**config.mk**
```make
export PLATFORM = sky130hd
export DESIGN_NAME = hamming_sec_enc_stream
export DESIGN_NICKNAME = d
export VERILOG_FILES = /design/src/rtl/hamming_sec_enc_stream.sv
export SDC_FILE = /design/constraint.sdc
export NUM_CORES = 1
export LEC_CHECK = 0
export BUFFER_PORTS_ARGS = -buffer_cell sky130_fd_sc_hd__buf_2
export CORE_MARGIN = 5
export CORE_UTILIZATION = 45
export DETAILED_ROUTE_END_ITERATION = 8
export GPL_ROUTABILITY_DRIVEN = 1
export GPL_TIMING_DRIVEN = 0
export HOLD_SLACK_MARGIN = 0.15
export PLACE_DENSITY = 0.7
export SKIP_CTS_REPAIR_TIMING = 1
export SLEW_MARGIN = 15
export SYNTH_ARGS = -nofsm -noshare
export SYNTH_HDL_FRONTEND = slang
export SYNTH_SLANG_ARGS = --single-unit
export TNS_END_PERCENT = 10
```
**constraint.sdc**
```tcl
create_clock -name clk -period 1.8 [get_ports clk]
set_input_delay 0.09 -clock clk [delete_from_list [all_inputs] [get_ports clk]]
set_output_delay 0.09 -clock clk [all_outputs]
set_load 0.01 [all_outputs]
```
**src/rtl/hamming_sec_enc_stream.sv**
```systemverilog
// Streaming Hamming(12,8) SEC encoder feeding a 2-entry FIFO with registered handshake outputs.
// Define ERR_INJECT_EN to add inj_arm/inj_pos single-bit fault injection on the stored codeword.
module hamming_sec_enc_stream (
    input  logic        clk,
    input  logic        rst_n,
`ifdef ERR_INJECT_EN
    input  logic        inj_arm,
    input  logic [3:0]  inj_pos,
`endif
    input  logic        in_valid,
    output logic        in_ready,
    input  logic [7:0]  in_data,
    output logic        out_valid,
    input  logic        out_ready,
    output logic [11:0] out_code,
    output logic [15:0] word_count
);

    typedef enum logic [1:0] {EMPTY, ONE, FULL} state_e;

    state_e            state_q, state_d;
    logic [1:0][11:0]  mem_q, mem_d;
    logic              wptr_q, wptr_d;
    logic              rptr_q, rptr_d;
    logic              in_ready_q, out_valid_q;
    logic [11:0]       out_code_q;
    logic [15:0]       cnt_q;
    logic              push, pop;
    logic [11:0]       code_w, inj_mask;

    function automatic logic [11:0] enc(input logic [7:0] d);
        logic [11:0] c;
        c[2]  = d[0];  c[4]  = d[1];  c[5]  = d[2];  c[6]  = d[3];
        c[8]  = d[4];  c[9]  = d[5];  c[10] = d[6];  c[11] = d[7];
        c[0]  = d[0] ^ d[1] ^ d[3] ^ d[4] ^ d[6];
        c[1]  = d[0] ^ d[2] ^ d[3] ^ d[5] ^ d[6];
        c[3]  = d[1] ^ d[2] ^ d[3] ^ d[7];
        c[7]  = d[4] ^ d[5] ^ d[6] ^ d[7];
        return c;
    endfunction

    assign push = in_valid & in_ready_q;
    assign pop  = out_valid_q & out_ready;

`ifdef ERR_INJECT_EN
    logic        arm_q;
    logic [3:0]  pos_q;
    logic        arm_eff;
    logic [3:0]  pos_eff;
    logic [15:0] pos_oh;

    // An arm pulse coinciding with a push corrupts that same word.
    assign arm_eff  = arm_q | inj_arm;
    assign pos_eff  = inj_arm ? inj_pos : pos_q;
    assign pos_oh   = 16'd1 << pos_eff;
    assign inj_mask = arm_eff ? pos_oh[11:0] : 12'h000;

    always_ff @(posedge clk or negedge rst_n) begin
        if (!rst_n) begin
            arm_q <= 1'b0;
            pos_q <= 4'd0;
        end else if (push) begin
            arm_q <= 1'b0;
        end else if (inj_arm) begin
            arm_q <= 1'b1;
            pos_q <= inj_pos;
        end
    end
`else
    assign inj_mask = 12'h000;
`endif

    assign code_w = enc(in_data) ^ inj_mask;

    always_comb begin
        mem_d  = mem_q;
        if (push) mem_d[wptr_q] = code_w;
        wptr_d = wptr_q ^ push;
        rptr_d = rptr_q ^ pop;
        state_d = state_q;
        case (state_q)
            EMPTY:   if (push) state_d = ONE;
            ONE:     if (push && !pop) state_d = FULL;
                     else if (pop && !push) state_d = EMPTY;
            FULL:    if (pop) state_d = ONE;
            default: state_d = EMPTY;
        endcase
    end

    // Outputs are registered from next-state so a push into an empty FIFO is visible right after its edge.
    always_ff @(posedge clk or negedge rst_n) begin
        if (!rst_n) begin
            state_q     <= EMPTY;
            mem_q       <= '0;
            wptr_q      <= 1'b0;
            rptr_q      <= 1'b0;
            in_ready_q  <= 1'b0;
            out_valid_q <= 1'b0;
            out_code_q  <= 12'h000;
            cnt_q       <= 16'h0000;
        end else begin
            state_q     <= state_d;
            mem_q       <= mem_d;
            wptr_q      <= wptr_d;
            rptr_q      <= rptr_d;
            in_ready_q  <= (state_d != FULL);
            out_valid_q <= (state_d != EMPTY);
            out_code_q  <= mem_d[rptr_d];
            if (pop) cnt_q <= cnt_q + 16'd1;
        end
    end

    assign in_ready   = in_ready_q;
    assign out_valid  = out_valid_q;
    assign out_code   = out_code_q;
    assign word_count = cnt_q;

endmodule

```
==> impl_results.md <==
* Switching Share at 0.381
* Worst Path Max Fanout at 10
* DIE AREA at roughly 8000 sq um
* Worst hold margin at 0.176 ns
* Slew Viols, Final at 0
* Status: finished, final reports clean
* Worst-path cell chain: a21boi_4 > nor2_8 > inv_8 > buf_12 > o22ai_1 > a22oi_1
* Max cap viols at 0
* Core Area at 6030 sq um
* Max clock buf depth at 2
* Post-route cell area at about 3400 sq um
* Clock sinks at between 50 and 60
* Area post-placement at ~3100 sq um
* Dpl hpwl at roughly 4.2 mm
* First-pass DRT Iterations at 5
* Number of synthesized register bits at between 50 and 60
* Critical path arrival at ~1.9 ns
* RSZ-0062 raised after global routing: yes
* Synth top area share at 0.513
* Most common cell in the netlist: dfrtp_1
* R2r endpoint: out_code[3]
* Num ports at 42
* FF-to-FF path depth at 6
* Syn Area/Cell at between 10 and 15 sq um
* Synth Instances at 246
* Utilization after layout at 0.559
* Antenna Cells at 0
* Final Cycle Share at 0.944
* Initial Util at 0.469
* Worst Clk Skew at 0.00963 ns
* Internal power at around 3.4 mW
* Seq/Total Area, Yosys at 0.513
* Worst Hold Path EP: word_count[0]
* Gate power share at 0.433
* Switching power at 2.11 mW
* Largest net degree at the start of global routing at 59
* Sequential fraction of design power at 0.392
* Placer congestion estimate at 0.825
* Clk_lat worst skew at 0.34 ns
* Share of cells above drive strength 1 at 0.288
* Min-delay src: out_ready
* Worst setup SP type: register
* H-Tree Depth at 3
* Ys async rst share at 1.00
* Setup violations, final at 0
* Hold Vio Cnt, Final at 0
* Area Growth Syn to Fin at 19.2%
* Max transition margin at 0.522
* Most common flop cell mapped by yosys: dfrtp_1
* Critical Path Source: out_valid
* CTS root buf: clkbuf_8
* Hold Crit Depth at 3
* Post-DRT Antenna Nets at 0
* Initial antenna violation count at 0
* Chip Width at roughly 89 um
* First-pass GRT wire length at 10.5 mm
* Yosys warning total at 0
* Syn nets at between 200 and 300
* Hold WC Path Type: in2reg
* Top cell types by occurrence after synthesis: 58 x dfrtp_1, 24 x nand2_1, 22 x xnor2_1
* F_max at just under 600 MHz
* Crit path max-delay cell type: dfrtp_2
* Routed vias at around 2100
* TritonCTS Buffers at 9
* Peak supply drop at about 0.8 mV
* Number of global-route vias before repair at 2091
* Total length of routed wires at ~6 mm
* Drc violations at 0
* Reg2reg start: out_valid
* DR WL/cell at between 15 and 20 um
* Global-route congestion overflow total at 0
* Critical path type: reg2reg
* Drt first-iter violations at 135
* Pwr/cell area at approximately 1600 nW/um^2
* P_leak at between 1.5 and 2 nW
* Worst endpoint required time at between 2 and 2.5 ns
* CTS tree: yes
* # rows at 28
* Total Routing Usage GR at 0.176
* CTS clk-pin slew, worst paths at 0.06 ns
* CP peak stage delay at ~0.45 ns
* Pin slew with the least headroom to its limit at roughly 0.72 ns
* Area contributors post-synth: dfrtp_1 51%, xnor2_1 6.8%, mux2_2 5.6%
* Die Ht at approximately 89 um
* Minimum clock period at around 1.7 ns
* Clock power frac at 0.175
* Vias/cell at between 5 and 6
* Mapped Area at around 2800 sq um
* I/O Buffers at 40
* R2R setup slack at roughly 0.10 ns
* Final net count at 318
* Yosys top cell by area: dfrtp_1
* CP endpoint kind: register
* EDFF count, synth at 0
* Distinct cell type count after synthesis at 40
-- registers in the layout (all words and copies together) (netlist names) --
signal and count:
mem_q 24, word_count 16, out_code 12, state_q 2
in_ready 1, out_valid 1, rptr_q 1, wptr_q 1
-- layer usage --
layer / track usage / wire length (um) / vias up
met4: 0.0947 / 138 / 0
met1: 0.236 / 2780 / 1048
met5: 0 / 0 / -
li1: - / - / 1019
met3: 0.0424 / 310 / 15
met2: 0.263 / 2890 / 56
-- worst max-delay path: cells and delay by family (launching register included) --
kind / cells / cell delay (ns)
AOI/OAI and AO/OA: 3 / 0.76
DFF: 1 / 0.45
buffers and inverters: 2 / 0.26
and+or+nand+nor: 1 / 0.13
-- how the worst max path moves through the flow --
stage,to,depth (start not counted),slack (ns)
after detailed placement,mem_q[1],5,-0.03
after CTS,mem_q[1],5,-0.03
after global placement,mem_q[3],5,0.008
after global routing,out_code[3],6,-0.02
after floorplan,out_code[6],7,0.26
final,out_code[3],6,0.10
-- layout by cell type (no fill, tap or decap), drive strengths merged --
| cell type | instances |
|---|---|
| mux2 | 14 |
| nand2b | 1 |
| dlygate4sd3 | 9 |
| xor2 | 6 |
| xnor3 | 1 |
| o22ai | 10 |
| ha | 1 |
| clkinv | 5 |
| a21boi | 1 |
| xnor2 | 22 |
| a21oi | 5 |
| o21ai | 12 |
| a22oi | 9 |
| and3 | 4 |
| nand3b | 2 |
| dfrtp | 58 |
| inv | 2 |
| nor3 | 1 |
| and4 | 6 |
| a21o | 1 |
| a21bo | 1 |
| mux2i | 5 |
| clkbuf | 13 |
| and3b | 1 |
| nand3 | 5 |
| nand2 | 24 |
| and2 | 3 |
| nor4 | 7 |
| buf | 49 |
| a311o | 1 |
| a221oi | 2 |
| nor2 | 10 |
| o2bb2ai | 2 |
| nand4 | 2 |
| o31ai | 7 |
| o21bai | 7 |
-- cells by family after synthesis --
logic type | share of synthesized area
and+or+nand+nor | 0.126
AOI/OAI and AO/OA | 0.154
DFF | 0.513
xor gates and xnor gates | 0.0947
muxes | 0.0735
buffers and inverters | 0.0336
adders and majority gates | 0.00442
-- power groups by stage --
stage / logic [mW] / registers [mW] / clock network (mW)
finish: 2.40 / 2.17 / 0.970
global route: 2.65 / 2.25 / 1.07
CTS: 2.40 / 2.17 / 0.998
detailed placement: 2.38 / 2.18 / 0
global placement: 2.31 / 2.17 / 0
floorplan: 1.63 / 2.23 / 0
-- through the flow --
step                      power [mW]  worst slack, ns  std cells  TNS (ns)
after global placement          4.48          0.00803        361         0
after global routing            5.96          -0.0227        384   -0.0323
after CTS                       5.56          -0.0282        376   -0.0991
after detailed placement        4.56          -0.0342        361   -0.0657
after floorplan                 3.86            0.262        246         0
final                           5.54            0.100        384         0
-- layout make-up --
| class | instances | area (sq um) |
|---|---|---|
| plain buffers | 11 | 73.8 |
| clock buffers | 11 | 131 |
| clock inverters | 4 | 20.0 |
| fillers | 526 | 2660 |
| inverters | 3 | 18.8 |
| multi-input cells | 173 | 1290 |
| flip-flops and latches | 58 | 1450 |
| well taps | 75 | 93.8 |
| repair buffers | 49 | 293 |
Note: power is estimated with default switching activity, not from simulation.
